$ cat config.mk
export PLATFORM = sky130hd
export DESIGN_NAME = pipeline_hazard_controller
export DESIGN_NICKNAME = d
export VERILOG_FILES = /design/src/rtl/pipeline_hazard_controller.sv
export SDC_FILE = /design/constraint.sdc
export NUM_CORES = 1
export LEC_CHECK = 0
export BUFFER_PORTS_ARGS = -buffer_cell sky130_fd_sc_hd__buf_2
export CAP_MARGIN = 15
export CORE_MARGIN = 1
export CORE_UTILIZATION = 40
export CTS_BUF_LIST = sky130_fd_sc_hd__clkbuf_4 sky130_fd_sc_hd__clkbuf_8 sky130_fd_sc_hd__clkbuf_16
export DETAILED_ROUTE_END_ITERATION = 12
export GPL_TIMING_DRIVEN = 0
export PLACE_DENSITY = 0.71
export RECOVER_POWER = 50
export SKIP_LAST_GASP = 1
export SYNTH_ARGS = -nofsm -noshare
export SYNTH_HDL_FRONTEND = slang
export SYNTH_SLANG_ARGS = --single-unit
$ cat constraint.sdc
create_clock -name clk -period 2.55 [get_ports clk]
set_input_delay 0.51 -clock clk [delete_from_list [all_inputs] [get_ports clk]]
set_output_delay 0.51 -clock clk [all_outputs]
set_load 0.02 [all_outputs]
$ cat src/rtl/pipeline_hazard_controller.sv
`default_nettype none
// ============================================================================
// Module   : pipeline_hazard_controller
// Brief    : Load-use stall, branch/jump flush and memory-freeze control for
//            a five-stage pipeline, with saturating event counters.
// Revision : 1.0 - initial release
// ============================================================================
module pipeline_hazard_controller #(
  parameter int CNT_WIDTH = 16
) (
  input  logic                 clk,
  input  logic                 reset,
  input  logic [4:0]           ID_Rs,
  input  logic [4:0]           ID_Rt,
  input  logic                 ID_UsesRt,
  input  logic                 EX_MemRead,
  input  logic [4:0]           EX_WriteRegister,
  input  logic                 MEM_BranchTaken,
  input  logic                 WB_Jump,
  input  logic                 MemBusy,
  input  logic                 ClearCounters,
  output logic                 PCWrite,
  output logic                 IF_ID_Write,
  output logic                 IF_ID_Flush,
  output logic                 ID_EX_Flush,
  output logic                 EX_MEM_Flush,
  output logic                 MEM_WB_Flush,
  output logic                 Freeze,
  output logic [1:0]           State,
  output logic [CNT_WIDTH-1:0] StallCount,
  output logic [CNT_WIDTH-1:0] FlushCount,
  output logic [CNT_WIDTH-1:0] FreezeCount
);

  localparam logic [1:0] c_S_RUN    = 2'd0;
  localparam logic [1:0] c_S_STALL  = 2'd1;
  localparam logic [1:0] c_S_FLUSH  = 2'd2;
  localparam logic [1:0] c_S_FREEZE = 2'd3;

  localparam logic [2:0] c_A_NONE   = 3'd0;
  localparam logic [2:0] c_A_FREEZE = 3'd1;
  localparam logic [2:0] c_A_JUMP   = 3'd2;
  localparam logic [2:0] c_A_BRANCH = 3'd3;
  localparam logic [2:0] c_A_STALL  = 3'd4;

  localparam logic [CNT_WIDTH-1:0] c_CNT_MAX = '1;
  localparam logic [CNT_WIDTH-1:0] c_CNT_ONE = {{(CNT_WIDTH-1){1'b0}}, 1'b1};

  logic [1:0]           r_state;
  logic [1:0]           w_nextState;
  logic [2:0]           w_action;
  logic                 w_loadUse;
  logic [CNT_WIDTH-1:0] r_stallCount;
  logic [CNT_WIDTH-1:0] r_flushCount;
  logic [CNT_WIDTH-1:0] r_freezeCount;

  // Load-use detection is masked during the single bubble cycle after a stall or redirect
  assign w_loadUse = EX_MemRead && (EX_WriteRegister != 5'd0) &&
                     ((EX_WriteRegister == ID_Rs) ||
                      (ID_UsesRt && (EX_WriteRegister == ID_Rt))) &&
                     (r_state != c_S_STALL) && (r_state != c_S_FLUSH);

  always_comb begin
    w_action = c_A_NONE;
    if (MemBusy)              w_action = c_A_FREEZE;
    else if (WB_Jump)         w_action = c_A_JUMP;
    else if (MEM_BranchTaken) w_action = c_A_BRANCH;
    else if (w_loadUse)       w_action = c_A_STALL;
  end

  always_ff @(posedge clk or negedge reset) begin
    if (!reset) r_state <= c_S_RUN;
    else        r_state <= w_nextState;
  end

  always_comb begin
    w_nextState = c_S_RUN;
    case (w_action)
      c_A_FREEZE:           w_nextState = c_S_FREEZE;
      c_A_JUMP, c_A_BRANCH: w_nextState = c_S_FLUSH;
      c_A_STALL:            w_nextState = c_S_STALL;
      default:              w_nextState = c_S_RUN;
    endcase
  end

  always_comb begin
    PCWrite      = 1'b1;
    IF_ID_Write  = 1'b1;
    IF_ID_Flush  = 1'b0;
    ID_EX_Flush  = 1'b0;
    EX_MEM_Flush = 1'b0;
    MEM_WB_Flush = 1'b0;
    Freeze       = 1'b0;
    if (!reset) begin
      // Hold the PC and bubble every stage while reset is asserted
      PCWrite      = 1'b0;
      IF_ID_Write  = 1'b0;
      IF_ID_Flush  = 1'b1;
      ID_EX_Flush  = 1'b1;
      EX_MEM_Flush = 1'b1;
      MEM_WB_Flush = 1'b1;
    end else begin
      case (w_action)
        c_A_FREEZE: begin
          Freeze      = 1'b1;
          PCWrite     = 1'b0;
          IF_ID_Write = 1'b0;
        end
        c_A_JUMP: begin
          IF_ID_Flush  = 1'b1;
          ID_EX_Flush  = 1'b1;
          EX_MEM_Flush = 1'b1;
          MEM_WB_Flush = 1'b1;
        end
        c_A_BRANCH: begin
          IF_ID_Flush  = 1'b1;
          ID_EX_Flush  = 1'b1;
          EX_MEM_Flush = 1'b1;
        end
        c_A_STALL: begin
          PCWrite     = 1'b0;
          IF_ID_Write = 1'b0;
          ID_EX_Flush = 1'b1;
        end
        default: ;
      endcase
    end
  end

  always_ff @(posedge clk or negedge reset) begin
    if (!reset) begin
      r_stallCount  <= '0;
      r_flushCount  <= '0;
      r_freezeCount <= '0;
    end else if (ClearCounters) begin
      r_stallCount  <= '0;
      r_flushCount  <= '0;
      r_freezeCount <= '0;
    end else begin
      if ((w_action == c_A_STALL) && (r_stallCount != c_CNT_MAX))
        r_stallCount <= r_stallCount + c_CNT_ONE;
      if (((w_action == c_A_JUMP) || (w_action == c_A_BRANCH)) && (r_flushCount != c_CNT_MAX))
        r_flushCount <= r_flushCount + c_CNT_ONE;
      if ((w_action == c_A_FREEZE) && (r_freezeCount != c_CNT_MAX))
        r_freezeCount <= r_freezeCount + c_CNT_ONE;
    end
  end

  assign State       = r_state;
  assign StallCount  = r_stallCount;
  assign FlushCount  = r_flushCount;
  assign FreezeCount = r_freezeCount;

endmodule
`default_nettype wire

==> run_results.csv, run 1 <==
group,metric,value,unit
hold_path,min_path_type,"primary input to async pin",
clock_tree,clk_transition_reported_paths,0.10,ns
timing,fin_setup_tns,0,ns
layout,regArea,1250,sq um
outcome,outcome,"finished, final reports clean",
synth,synth_flop_cell,"dfrtp_1",
synth,synth_cell_type_count,46,
timing,max_clock_freq,402,MHz
synth,synthTopCellsByArea,"dfrtp_1 (42%), xnor2_1 (4.7%), nor2_1 (4.6%)",
timing,fin_hold_ws,0.133,ns
drt,ant_nets,0,
clock_tree,cts_tree,"yes",
synth,syn_area,2960,sq um
die,core_area,6980,sq um
setup_path,worstSetupStartpointType,"primary input",
synth,synth-edff-count,0,
timing,rsz0062_at_grt,"no",
timing,worst_slack,0.0601,ns
drt,avgViaCountPerCell,5.41,
job,maxCapViolations,0,
layout,multi_input_area,1630,sq um
drt,drt_iter0_markers,91,
global_routing,antenna_found_initial,0,
drt,drcViolationCount,0,
global_routing,grt_pass1_wl,12100,um
drt,drt_pass1_iterations,4,
layout,nets,433,
setup_path,cp.required,2.04,ns
synth,synth_common_cells,"dfrtp_1 (50), nor2_1 (36), a21oi_1 (19), nand2_1 (19), nor3_1 (17)",
timing,drv_slew,0,
clock_tree,clock-sinks,50,
timing,skew,0.00796,ns
timing,finalHoldViolCount,0,
synth,synth_top_area_share,42.3,%
die,die_y,88.0,um
setup_path,slowest_stage,"or4_4",
synth,postSynthCellCount,319,
clock_tree,clk_latency,0.31,ns
placement,portBuffers,78,
synth,synth_area_per_cell,9.28,sq um
clock_tree,ctsHoldBuffers,0,
timing,post-route-min-period,2.49,ns
setup_path,path_delay_family,"simple AND/OR/NAND/NOR gates",
global_routing,grt_usage,20.3,%
pwr,finalPower,1550,uW
setup_path,critPathMaxStageDelay,0.53,ns
drt,wl_per_cell,14.8,um
setup_path,end_kind,"output port",
pwr,leakage,0.00146,uW
drt,wl,7460,um
clock_tree,cts_inserted_buffers,5,
timing,relSlewSlack,46.8,%
timing,tightest_slew,0.790,ns
placement,place.gp.congestion,0.808,
setup_path,crit_path_frequent_cell,"buf_2",
synth,async_flop_share,100,%
global_routing,grt-ovfl-total,0,
placement,post-place-ws,-0.127,ns
synth,yosysMostFrequentCell,"dfrtp_1",
setup_path,path_cells,"buf_2 -> or4_4 -> o211a_4 -> nor2b_4 -> or2_2 -> buf_2",
synth,ys_warn_count,0,
clock_tree,cts_root_buffer,"clkbuf_8",
global_routing,grt_pass1_vias,2518,
die,ios,80,
synth,synth_top_cell_by_area,"dfrtp_1",
timing,setup_viol,0,
die,die_x,88.0,um
synth,synth_nets,345,
layout,num-fill-cells,699,
setup_path,cp.arrival,1.98,ns
setup_path,worstPathMaxFanout,3,
layout,drive_above_1_share,21.1,%
die,row_count,30,
clock_tree,clockBufferDepth,2,
setup_path,r2r_slack,0.44,ns
pwr,power.density,431,nW/um^2
placement,dp_hpwl,5510,um
drt,num_vias,2728,
die,start_util,42.4,%
timing,period_share,97.6,%
die,dieArea,7750,sq um
layout,n_antenna_cell,0,
layout,area_growth,21.9,%
setup_path,criticalPathCategory,"primary input to output port",
setup_path,critPathBufInv,2,
global_routing,grt_max_degree,38,
synth,ys_seq_area_share,42.3,%
pwr,power.ir.vdd_worst,198,uV
layout,fin_cells,504,
synth,synth_seq_cells,50,
placement,placed_cells,494,
clock_tree,htree_levels,2,
[metrics by stage]
step / area [sq um] / utilization (%)
2_1_floorplan: 2970 / -
3_3_place_gp: 3480 / 49.8
3_5_place_dp: 3500 / 50.1
4_1_cts: 3630 / 52.0
5_1_grt: 3610 / 51.7
6_report: 3610 / 51.7
[cell families after synthesis]
logic type / after synthesis / share of synthesized area, %
simple gates: 159 / 30.1
flops: 50 / 42.3
compound gates: 49 / 10.9
xor+xnor: 29 / 8.58
buf+inv: 19 / 3.17
mux: 10 / 3.72
fa+ha+maj: 3 / 1.27
[sequential cells by signal (all words and copies together), names as in the netlist]
signal	flops
FreezeCount	16
State	2
FlushCount	16
StallCount	16
[what timing repair did]
item                                   in CTS  in global routing
endpoints found under the hold margin       0                  0
resized for setup                           2                  3
buffers inserted                            2                  0
setup endpoints to repair                   3                  2
pin swaps                                   2                  2
[routing by layer]
layer	wire length [um]	vias up	GRT usage, %
met3	350	7	3.20
met1	3380	1313	27.0
li1	-	1336	-
met5	0	-	0
met4	84	0	5.57
met2	3650	72	34.2
[power breakdown]
part,switching (uW),leakage (uW),internal (uW)
clock network,276,0.0000548,304
logic,106,0.000721,58.2
registers,9.46,0.000689,800
total,391,0.00146,1160
[layout by cell type, fill, tap and decap left out, types with 3 or more instances in the layout]
| cell | instances |
|---|---|
| a21oi_1 | 19 |
| and3_1 | 6 |
| and4_1 | 3 |
| buf_2 | 49 |
| buf_4 | 4 |
| buf_6 | 3 |
| clkbuf_1 | 38 |
| clkbuf_8 | 5 |
| dfrtp_1 | 50 |
| ha_1 | 3 |
| inv_1 | 4 |
| mux2_1 | 3 |
| mux2_2 | 5 |
| nand2_1 | 19 |
| nand3_1 | 14 |
| nand4_1 | 10 |
| nor2_1 | 36 |
| nor2b_1 | 8 |
| nor3_1 | 17 |
| nor4_1 | 5 |
| nor4_2 | 5 |
| o211ai_1 | 4 |
| o21ai_0 | 13 |
| o31ai_1 | 4 |
| or2_2 | 3 |
| or3_1 | 13 |
| or4_1 | 5 |
| xnor2_1 | 16 |
| xor2_1 | 13 |
[path summary, 6_finish.rpt]
check                                    start               to  depth (start not counted)
setup / recovery           EX_WriteRegister[1]      ID_EX_Flush                          6
hold / removal                           reset    StallCount[8]                          1
setup reg to reg                 StallCount[0]   StallCount[11]                          6
hold reg to reg                  FlushCount[8]    FlushCount[8]                          2
max in group asynchronous                reset  FreezeCount[13]                          2
min in group clk               MEM_BranchTaken         State[1]                          2
[layout make-up]
cell class / count / area share, %
multi-input cells: 250 / 45.2
flip-flops and latches: 50 / 34.7
repair buffers: 81 / 11.0
well taps: 96 / 3.33
plain buffers: 15 / 2.19
clock buffers: 6 / 2.12
clock inverters: 2 / 1.04
inverters: 4 / 0.416
Note: power is estimated with default switching activity, not from simulation.
==> inputs of run 2 (changes only) <==
BUFFER_PORTS_ARGS = -buffer_cell sky130_fd_sc_hd__buf_4   (was -buffer_cell sky130_fd_sc_hd__buf_2)
==> run_results.csv, run 2 (synthesis results as in run 1) <==
group,metric,value,unit
die,dieArea,7750,sq um
global_routing,antenna_found_initial,0,
timing,rsz0062_at_grt,"no",
global_routing,grt_usage,20.4,%
global_routing,grtUsageMet1,27.2,%
clock_tree,clock-sinks,50,
setup_path,cp.required,2.04,ns
setup_path,worstPathMaxFanout,3,
pwr,finalPower,1550,uW
layout,layout_common_cells,"buf_4 (52), dfrtp_1 (50), clkbuf_1 (38)",
drt,wl,7430,um
hold_path,min_path_type,"primary input to async pin",
timing,skew,0.0131,ns
clock_tree,htree_levels,2,
timing,fin_hold_ws,0.231,ns
drt,ant_nets,0,
drt,drcViolationCount,0,
outcome,outcome,"finished, final reports clean",
timing,setup_viol,0,
layout,layout_commonest_cell,"buf_4",
timing,finalHoldViolCount,0,
clock_tree,clk_transition_reported_paths,0.09,ns
die,core_area,6980,sq um
layout,drive_above_1_share,20.7,%
timing,tightest_slew,0.876,ns
setup_path,slowest_stage,"or4_4",
setup_path,worstSetupStartpointType,"primary input",
setup_path,criticalPathCategory,"primary input to output port",
die,die_y,88.0,um
placement,portBuffers,78,
global_routing,grt_max_degree,55,
global_routing,use_met3,2.92,%
layout,n_antenna_cell,0,
drt,drt_pass1_iterations,5,
drt,num_vias,2721,
clock_tree,clockBufferDepth,2,
clock_tree,cts_root_buffer,"clkbuf_8",
pwr,power.density,419,nW/um^2
layout,fin_util,53.0,%
layout,nets,431,
global_routing,use_met2,34.8,%
die,die_x,88.0,um
global_routing,grt_pass1_wl,12300,um
pwr,power.ir.vdd_worst,276,uV
setup_path,path_cells,"buf_4 -> or4_4 -> o211a_4 -> nor2b_4 -> or2_2 -> buf_6",
global_routing,grt-ovfl-total,0,
layout,area_growth,25.1,%
placement,place.gp.congestion,0.856,
clock_tree,cts_inserted_buffers,5,
die,start_util,42.4,%
setup_path,cp.arrival,1.97,ns
global_routing,grt_pass1_vias,2576,
clock_tree,cts_tree,"yes",
job,maxCapViolations,0,
timing,post-route-min-period,2.48,ns
die,row_count,30,
setup_path,end_kind,"output port",
setup_path,critPathMaxStageDelay,0.53,ns
clock_tree,clk_latency,0.30,ns
drt,avgViaCountPerCell,5.42,
die,ios,80,
drt,wl_per_cell,14.8,um
global_routing,grt-busiest-layer,"met2",
timing,drv_slew,0,
pwr,leakage,0.00147,uW
drt,drt_iter0_markers,124,
placement,dp_hpwl,5450,um
timing,max_clock_freq,403,MHz
timing,relSlewSlack,41.1,%
timing,period_share,97.3,%
## run 2: changes by cell type in the layout (fill, tap and decap cells not counted)
cell / change
buf_2: -49
buf_4: +48
buf_12: -1
## run 2: critical path, delay by kind of cell
kind,cells,cell delay [ns]
simple gates,3,0.95
compound gates,1,0.25
buf+inv,2,0.25
## run 2: path summary, 6_finish.rpt
check | slack, ns | cells after the start | startpoint | end
setup / recovery | 0.07 | 6 | EX_WriteRegister[1] | ID_EX_Flush
hold / removal | 0.23 | 1 | reset | StallCount[8]
setup reg to reg | 0.40 | 5 | FlushCount[5] | FlushCount[12]
hold reg to reg | 0.58 | 2 | FlushCount[8] | FlushCount[8]
max in group asynchronous | 1.83 | 1 | reset | StallCount[11]
min in group clk | 0.44 | 2 | MEM_BranchTaken | State[1]
## run 2: routing by layer
metal,up-vias,share of wire (%),wire length [um]
met5,-,0,0
met4,0,0.63,47
met3,2,4.5,334
met2,77,49,3620
met1,1311,46,3430
li1,1331,-,-
## run 2: area by class of cell
cell class | count | area [sq um]
sequential | 50 | 1250
clock inverter | 2 | 37.5
inverter | 4 | 15.0
clock buffer | 6 | 76.3
multi-input combinational | 250 | 1630
fill | 694 | 3280
buffer | 14 | 71.3
tap | 96 | 120
timing repair buffer | 80 | 499
## run 2: repair_timing
item / 4_1_cts / 5_1_grt
resized for setup: 1 / 3
pin swaps: 2 / 2
gates cloned: 0 / 0
buffers inserted: 2 / 0
endpoints found under the setup margin: 3 / 2
hold buffers: 0 / 0
## run 2: power by group
| part | total [uW] | switching, uW | internal (uW) | leakage [uW] |
|---|---|---|---|---|
| logic | 172 | 105 | 67.3 | 0.000727 |
| clock network | 570 | 266 | 304 | 0.0000548 |
| registers | 809 | 9.52 | 800 | 0.000689 |
## run 2: through the flow
step                      setup TNS (ns)  instances  cell area, sq um  setup slack, ns
after floorplan                        0        319              2970          0.00333
after global placement            -0.193        493              3670           -0.129
after detailed placement          -0.185        493              3670           -0.124
after CTS                              0        503              3800           0.0103
after global routing                   0        502              3700           0.0338
final                                  0        502              3700           0.0687
==> inputs of run 3 (changes only) <==
RECOVER_POWER = 25   (was 50)
==> run_results.csv, run 3 (synthesis results as in run 1) <==
group,metric,value,unit
outcome,outcome,"finished, final reports clean",
drt,num_vias,2703,
timing,drv_slew,0,
layout,layout_common_cells,"buf_4 (80), dfrtp_1 (50), nor2_1 (36)",
pwr,leakage,0.00159,uW
job,maxCapViolations,0,
setup_path,worstSetupStartpointType,"primary input",
layout,nets,431,
global_routing,grt_pass1_wl,12300,um
clock_tree,htree_levels,2,
layout,drive_above_1_share,27.6,%
clock_tree,cts_inserted_buffers,5,
timing,setup_viol,0,
layout,area_growth,28.6,%
clock_tree,clk_latency,0.30,ns
layout,multi_input_area,1630,sq um
layout,n_antenna_cell,0,
timing,rsz0062_at_grt,"no",
clock_tree,clock-sinks,50,
placement,portBuffers,78,
timing,relSlewSlack,41.7,%
die,ios,80,
die,die_y,88.0,um
setup_path,end_kind,"output port",
global_routing,antenna_found_initial,0,
setup_path,cp.required,2.04,ns
timing,finalHoldViolCount,0,
timing,fin_setup_tns,0,ns
die,row_count,30,
drt,drcViolationCount,0,
global_routing,grt_usage,20.4,%
setup_path,worstPathMaxFanout,3,
setup_path,r2r_start,"FlushCount[5]",
drt,drt_iter0_markers,119,
pwr,power.density,409,nW/um^2
placement,place.gp.congestion,0.856,
layout,layout_commonest_cell,"buf_4",
placement,dp_hpwl,5450,um
timing,tightest_slew,0.867,ns
global_routing,grt_max_degree,55,
placement,place_area,3670,sq um
clock_tree,clk_transition_reported_paths,0.09,ns
clock_tree,cts_root_buffer,"clkbuf_8",
drt,ant_nets,0,
pwr,power.ir.vdd_worst,279,uV
die,start_util,42.4,%
drt,wl_per_cell,14.8,um
timing,max_clock_freq,403,MHz
setup_path,r2r_cells,5,
layout,num-fill-cells,660,
timing,period_share,97.3,%
layout,regArea,1250,sq um
setup_path,cp.arrival,1.97,ns
timing,post-route-min-period,2.48,ns
global_routing,grt_pass1_vias,2576,
die,dieArea,7750,sq um
clock_tree,clockBufferDepth,2,
hold_path,min_path_type,"primary input to async pin",
die,core_area,6980,sq um
clock_tree,cts_tree,"yes",
die,die_x,88.0,um
setup_path,r2r_slack,0.40,ns
pwr,finalPower,1560,uW
global_routing,grt-ovfl-total,0,
drt,drt_pass1_iterations,4,
setup_path,criticalPathCategory,"primary input to output port",
setup_path,reg2reg_to,"FlushCount[12]",
drt,avgViaCountPerCell,5.38,
drt,wl,7440,um
timing,skew,0.0130,ns
layout,fin_area,3810,sq um
-- run 3: cell count changes in the layout (fill, tap and decap cells not counted), sizes merged --
cell	before	now
clkbuf	44	16
buf	56	84
-- run 3: worst max path at each step --
stage | slack (ns) | startpoint | cells after the start | endpoint
after floorplan | 0.003 | EX_WriteRegister[1] | 5 | PCWrite
after global placement | -0.13 | EX_WriteRegister[4] | 9 | PCWrite
after detailed placement | -0.12 | EX_WriteRegister[4] | 9 | PCWrite
after CTS | 0.01 | EX_WriteRegister[1] | 6 | ID_EX_Flush
after global routing | 0.03 | EX_WriteRegister[1] | 6 | ID_EX_Flush
final | 0.07 | EX_WriteRegister[1] | 6 | ID_EX_Flush
-- run 3: repair_timing --
action,CTS,global route
setup buffers,2,0
pin swaps,2,2
hold buffers,0,0
endpoints found under the setup margin,3,2
gates resized for setup,1,3
-- run 3: worst max-delay path: stages --
cell	delay, ns
buf_4	0.12
or4_4	0.53
o211a_4	0.25
nor2b_4	0.13
or2_2	0.29
buf_6	0.13
-- run 3: area by class of cell --
class	instances	area share [%]
flip-flops and latches	50	32.9
plain buffers	14	1.87
clock inverters	2	0.986
repair buffers	80	15.9
multi-input cells	250	42.9
clock buffers	6	2.00
well taps	96	3.15
inverters	4	0.394
-- run 3: routing by layer --
metal / wire (um) / GRT usage (%)
met5: 0 / 0
met4: 47 / 5.57
met3: 366 / 2.92
met2: 3650 / 34.8
met1: 3380 / 27.2
-- run 3: where the power goes --
part | leakage (uW) | internal (uW) | switching (uW)
Combinational | 0.000844 | 72.5 | 105
Clock | 0.0000548 | 304 | 267
Sequential | 0.000689 | 800 | 9.68
-- run 3: per-stage QoR --
| stage | cells | setup slack [ns] | hold WS [ns] | util (%) |
|---|---|---|---|---|
| 4_1_cts | 503 | 0.0103 | 0.266 | 54.5 |
| 5_1_grt | 502 | 0.0338 | 0.281 | 54.5 |
| 3_3_place_gp | 493 | -0.129 | 0.553 | 52.6 |
| 6_report | 502 | 0.0697 | 0.232 | 54.5 |
| 2_1_floorplan | 319 | 0.00333 | 0.214 | - |
| 3_5_place_dp | 493 | -0.124 | 0.562 | 52.6 |
